[config.mk]
export PLATFORM = sky130hd
export DESIGN_NAME = regfile_sb
export DESIGN_NICKNAME = d
export VERILOG_FILES = /design/src/rtl/regfile_pkg.sv /design/src/rtl/regfile_scoreboard.sv /design/src/rtl/regfile_sb.sv
export SDC_FILE = /design/constraint.sdc
export NUM_CORES = 2
export LEC_CHECK = 0
export ABC_CLOCK_PERIOD_IN_PS = 6800
export BUFFER_PORTS_ARGS = -buffer_cell sky130_fd_sc_hd__buf_2
export CORE_MARGIN = 2
export CORE_UTILIZATION = 40
export CTS_BUF_LIST = sky130_fd_sc_hd__clkbuf_4 sky130_fd_sc_hd__clkbuf_8
export CTS_CLUSTER_DIAMETER = 30
export CTS_CLUSTER_SIZE = 14
export DETAILED_ROUTE_END_ITERATION = 16
export PLACE_DENSITY = 0.58
export SLEW_MARGIN = 20
export SYNTH_ARGS = -nofsm -noshare
export SYNTH_HDL_FRONTEND = slang
export SYNTH_SLANG_ARGS = --single-unit
[constraint.sdc]
create_clock -name clk -period 6.8 [get_ports clk]
set_clock_uncertainty 0.05 [all_clocks]
set_input_delay 0.34 -clock clk [delete_from_list [all_inputs] [get_ports clk]]
set_output_delay 0.34 -clock clk [all_outputs]
set_load 0.02 [all_outputs]
[src/rtl/regfile_pkg.sv]
// rtl/regfile_pkg.sv - shared types, defaults and helpers for the regfile_sb register file
package regfile_pkg;

    typedef enum logic {
        CLEAR = 1'b0,
        RUN   = 1'b1
    } state_t;

    localparam int XLEN_DEFAULT  = 32;
    localparam int NREGS_DEFAULT = 32;

    function automatic int addr_width(input int nregs);
        return $clog2(nregs);
    endfunction

endpackage

[src/rtl/regfile_scoreboard.sv]
// rtl/regfile_scoreboard.sv - per-register busy bits with set-over-clear priority and two lookups
module regfile_scoreboard
    import regfile_pkg::*;
#(
    parameter int NREGS = NREGS_DEFAULT,
    parameter int AW    = addr_width(NREGS)
) (
    input  logic          clk,
    input  logic          rst_n,
    input  logic          set_en,
    input  logic [AW-1:0] set_addr,
    input  logic          clr_en,
    input  logic [AW-1:0] clr_addr,
    input  logic [AW-1:0] rs1addr,
    input  logic [AW-1:0] rs2addr,
    output logic          rs1_busy,
    output logic          rs2_busy
);

    // Register 0 has no busy bit: it never has a pending producer.
    logic [NREGS-1:1] busy_q;

    // A new issue to a register wins over a writeback that retires the old producer.
    always_ff @(posedge clk or negedge rst_n) begin
        if (!rst_n) begin
            busy_q <= '0;
        end else begin
            for (int i = 1; i < NREGS; i++) begin
                if (set_en && set_addr == AW'(i)) begin
                    busy_q[i] <= 1'b1;
                end else if (clr_en && clr_addr == AW'(i)) begin
                    busy_q[i] <= 1'b0;
                end
            end
        end
    end

    // Pre-edge busy lookups for both read ports.
    always_comb begin
        rs1_busy = 1'b0;
        rs2_busy = 1'b0;
        if (rs1addr != '0) rs1_busy = busy_q[rs1addr];
        if (rs2addr != '0) rs2_busy = busy_q[rs2addr];
    end

endmodule

[src/rtl/regfile_sb.sv]
// rtl/regfile_sb.sv - 2R1W register file with busy scoreboard and post-reset clear; REGFILE_BYPASS_EN enables write-to-read bypass
module regfile_sb
    import regfile_pkg::*;
#(
    parameter int XLEN  = XLEN_DEFAULT,
    parameter int NREGS = NREGS_DEFAULT,
    parameter int AW    = addr_width(NREGS)
) (
    input  logic            clk,
    input  logic            rst_n,
    input  logic [AW-1:0]   rs1addr,
    input  logic [AW-1:0]   rs2addr,
    output logic [XLEN-1:0] rs1o,
    output logic [XLEN-1:0] rs2o,
    input  logic            rs1_use,
    input  logic            rs2_use,
    input  logic            issue,
    input  logic [AW-1:0]   issue_rd,
    input  logic            regwr,
    input  logic [AW-1:0]   rdaddr,
    input  logic [XLEN-1:0] win,
    output logic            rs1_busy,
    output logic            rs2_busy,
    output logic            hazard,
    output logic            ready
);

    // Register 0 is hardwired to zero, so no storage exists for it.
    logic [XLEN-1:0] regs [1:NREGS-1];

    state_t        state, state_next;
    logic [AW-1:0] clr_ptr, clr_ptr_next;

    logic          run;
    logic          wr_en;
    logic          set_en;
    logic [XLEN-1:0] rd1_arr, rd2_arr;
    logic          sb1_busy, sb2_busy;

    assign run    = (state == RUN);
    assign wr_en  = run && regwr && (rdaddr != '0);
    assign set_en = run && issue && (issue_rd != '0);
    assign ready  = run;

    // Clear FSM state register; reset restarts the sweep at register 1.
    always_ff @(posedge clk or negedge rst_n) begin
        if (!rst_n) begin
            state   <= CLEAR;
            clr_ptr <= AW'(1);
        end else begin
            state   <= state_next;
            clr_ptr <= clr_ptr_next;
        end
    end

    // Sweep registers 1..NREGS-1, entering RUN on the edge that zeroes the last one.
    always_comb begin
        state_next   = state;
        clr_ptr_next = clr_ptr;
        case (state)
            CLEAR: begin
                clr_ptr_next = clr_ptr + AW'(1);
                if (clr_ptr == AW'(NREGS - 1)) state_next = RUN;
            end
            RUN: begin
                state_next = RUN;
            end
            default: begin
                state_next = CLEAR;
            end
        endcase
    end

    // Array write: zeroing sweep during CLEAR, writeback during RUN.
    always_ff @(posedge clk) begin
        if (state == CLEAR) begin
            regs[clr_ptr] <= '0;
        end else if (wr_en) begin
            regs[rdaddr] <= win;
        end
    end

    regfile_scoreboard #(
        .NREGS (NREGS),
        .AW    (AW)
    ) u_scoreboard (
        .clk      (clk),
        .rst_n    (rst_n),
        .set_en   (set_en),
        .set_addr (issue_rd),
        .clr_en   (wr_en),
        .clr_addr (rdaddr),
        .rs1addr  (rs1addr),
        .rs2addr  (rs2addr),
        .rs1_busy (sb1_busy),
        .rs2_busy (sb2_busy)
    );

    // Raw array reads with register 0 reading as zero.
    always_comb begin
        rd1_arr = '0;
        rd2_arr = '0;
        if (rs1addr != '0) rd1_arr = regs[rs1addr];
        if (rs2addr != '0) rd2_arr = regs[rs2addr];
    end

    // Output muxing: everything is held at zero until the clear sweep completes.
    always_comb begin
        rs1o     = '0;
        rs2o     = '0;
        rs1_busy = 1'b0;
        rs2_busy = 1'b0;
        if (run) begin
            rs1o     = rd1_arr;
            rs2o     = rd2_arr;
            rs1_busy = sb1_busy;
            rs2_busy = sb2_busy;
`ifdef REGFILE_BYPASS_EN
            // Forward same-cycle writeback; busy shows its post-edge value.
            if (wr_en && rdaddr == rs1addr) begin
                rs1o     = win;
                rs1_busy = set_en && (issue_rd == rdaddr);
            end
            if (wr_en && rdaddr == rs2addr) begin
                rs2o     = win;
                rs2_busy = set_en && (issue_rd == rdaddr);
            end
`endif
        end
        hazard = (rs1_use && rs1_busy) || (rs2_use && rs2_busy);
    end

endmodule

==> metrics.txt <==
wire length of the first global-routing pass=around 210000 um; Detail Placement HPWL=between 80000 and 90000 um; Tightest Pin Transition=between 1 and 1.5 ns; end point of the critical path=rs1o[23]; RSZ-0062 raised after global routing=false; gpl congestion=between 0.8 and 0.9; die area=roughly 0.12 mm^2; pin count of the biggest net entering global routing=144; Fill cells=approximately 10k; CP Buf/Inv Count=3; Area growth, synth to finish=16.93%; r2r startpoint=ready; DRT met1 WL=~58000 um; max_slew headroom=roughly a quarter; Top cell by count, worst path=buf_4; Initial Util=between 40% and 50%; starting DRC count in detailed routing=3314; Pre-Repair DR Iteration Count=6; R2R Path End=regs[20][29]; highest ir drop seen on vdd=0.1953 mV; post-synthesis async set-or-reset flop share=3.596%; final-stage net count=2659; Largest delay share family, worst path=buffers and inverters; cell area after synthesis=~0.048 mm^2; final hold violation count=0; met2 WL post-DR=between 70000 and 80000 um; DRT antenna net count=0; Fmax=202.2 MHz; Crit. Startpoint=ready; final slew viol count=0; initial antenna violation count=5; CTS tree=built; final period utilization=between 70 and 80%; share of post-route cells with drive strength above 1=43.55%; Total GRT Usage=roughly a quarter; Max stage delay on crit path=between 0.8 and 0.9 ns; number of global-route vias before repair=a little under 30k; Max H-tree Level=4; hold crit path type=in -> reg; leakage=just under 20 nW; Top Metal Used=met5; Core Area=0.1198 mm^2; Syn Nets=between 2k and 2.5k; crit-path cells=buf_4 > o21ai_0 > nor2_4 > buf_4 > a32o_1 > buf_2; Cell Pwr Density=about 280 mW/mm^2; Root Buffer Master=clkbuf_8; Die Span X=roughly 350 um; residual DRC count=0; post-synthesis sequential area ratio=a little under two thirds; Die Y=roughly 350 um; Synth Flop Type=edfxtp_1; Setup Buffers After CTS=0; CTS sink cnt=a little over 1k; Syn. warnings=0; Setup WS pre-CTS=between 2 and 3 ns; # rows=approximately 130; vias=between 20k and 30k; Post-CTS Hold Buffers=29; # setup viols final=0; worst-case clock buffer depth=3; CP Depth=6; startpoint types=flop; Clock Latency Late Sink=0.90 ns; Final Worst Setup Slack=about 1.9 ns; Clock Pin Slew Worst Setup and Hold Paths=approximately 0.050 ns; number of max-cap violations=0; IO Count=around 130; hold depth=2; Critical-path top delay cell=buf_4; WL final=150500 um; Critical Path RT=about 6.4 ns; routed len/inst=~34 um; Min Hold Slack=about 0.045 ns; Syn Inst Count=about 2.3k; worst-path fanout max=45; Post-CTS Resized=0; Post-synth EDFFs=a little under 1k; register bit total from synthesis=1029; TNS Setup=0 ns; cts bufs inserted=219; Via density=roughly 6.3; WS Path Type=reg -> out; DR WL met3=~12000 um; status=finished clean; synthesized area per cell=between 20 and 25 um^2; Crit. End Element=output port; total grt overflow=0; flop2flop setup slack=between 2 and 3 ns; final core utilization=between 40% and 50%; FF-to-FF path depth=7; distinct cell type count after synthesis=48; Worst EP arrival=about 4.6 ns; Final min period=~4.9 ns; Port Buffer Count=between 100 and 150
-- registers in the layout (all words and copies together) (netlist names) --
signal,cells
ready,1
u_scoreboard.busy_q,31
clr_ptr,5
regs,992
-- cells by family (layout without fill, tap and decap cells) --
logic type               count (synthesis)  after routing  share of synthesized area [%]
adder cells (fa/ha/maj)                  2              2                        0.05188
XOR/XNOR                                 3              3                        0.05449
AO/OA/AOI/OAI                          234            234                          3.266
other                                    0              2                              0
AND/OR/NAND/NOR                        217            217                          2.112
buffers and inverters                  189            640                          2.070
multiplexers                           667            667                          28.76
flip-flops                            1029           1029                          63.69
-- through the flow --
step | instances | power, mW | cell area (um^2)
after detailed placement | 3956 | 8.339 | 50790
after global routing | 4405 | 16.45 | 56390
after floorplan | 2341 | 7.917 | 48230
final | 4406 | 15.98 | 56390
after CTS | 4399 | 16.08 | 56280
after global placement | 3955 | 8.322 | 50770
-- area by class of cell --
| class | instances | area, um^2 | share of cell area [%] |
|---|---|---|---|
| Sequential cell | 1029 | 30720 | 54.48 |
| Multi-Input combinational cell | 1123 | 16800 | 29.79 |
| Clock buffer | 237 | 3156 | 5.596 |
| Clock inverter | 177 | 2046 | 3.628 |
| Tap cell | 1612 | 2017 | 3.577 |
| Timing Repair Buffer | 223 | 1637 | 2.902 |
| Inverter | 3 | 11.26 | 0.01997 |
| Antenna cell | 2 | 5.005 | 0.008875 |
-- routing by layer --
| layer | vias up | GRT usage, % |
|---|---|---|
| met4 | 2 | 8.704 |
| met2 | 1446 | 40.83 |
| met3 | 303 | 5.478 |
| li1 | 10840 | - |
| met5 | - | 0 |
| met1 | 15032 | 32.43 |
-- worst min path at each step --
stage	from	endpoint	slack, ns
2_1_floorplan	rst_n	clr_ptr[1]	-0.006
3_3_place_gp	rst_n	clr_ptr[1]	0.41
5_1_grt	win[31]	regs[3][31]	0.04
3_5_place_dp	rst_n	clr_ptr[1]	0.45
6_report	win[15]	regs[4][15]	0.05
4_1_cts	regwr	u_scoreboard.busy_q[14]	0.007
-- Yosys cell counts, types with 3 or more instances --
master	instances	area [um^2]
inv_1	3	11.26
nor2b_1	5	31.28
nand3b_1	7	52.55
and2_1	35	219.0
buf_6	24	270.3
buf_1	18	67.56
o21bai_1	3	22.52
a221oi_1	3	26.28
buf_2	51	255.2
nand3_1	6	30.03
mux2_2	9	101.4
mux2i_1	84	840.8
edfxtp_1	992	29790
a211oi_1	9	67.56
nand2_1	30	112.6
mux4_2	574	12930
clkbuf_1	81	304.0
o21ai_0	64	320.3
buf_4	12	90.09
dfrtp_1	36	900.9
a32o_1	60	600.6
xnor2_1	3	26.28
a21oi_1	73	365.4
nand2b_1	6	37.54
a22o_1	4	35.03
a22oi_1	7	52.55
nor2_1	112	420.4
-- placed cells by master (no fill, tap or decap), drive strengths merged, types with 3 or more instances in the layout --
master,n
o21ai,64
mux2i,84
dfrtp,36
a22oi,7
a32o,60
a211oi,9
a21oi,73
nor2b,5
clkinvlp,29
nand3b,7
a221oi,3
and2,35
bufinv,37
nand2b,6
buf,193
mux2,9
clkbuf,237
nand2,30
a22o,4
xnor2,3
nand3,6
nor2,112
inv,21
dlygate4sd3,30
edfxtp,992
mux4,574
o21bai,3
clkinv,93
-- power breakdown --
| part | total [mW] | internal, mW | switching, mW |
|---|---|---|---|
| Combinational | 1.20 | 0.481 | 0.724 |
| Sequential | 7.02 | 7.00 | 0.0230 |
| Clock | 7.75 | 4.64 | 3.11 |
Note: power is estimated with default switching activity, not from simulation.
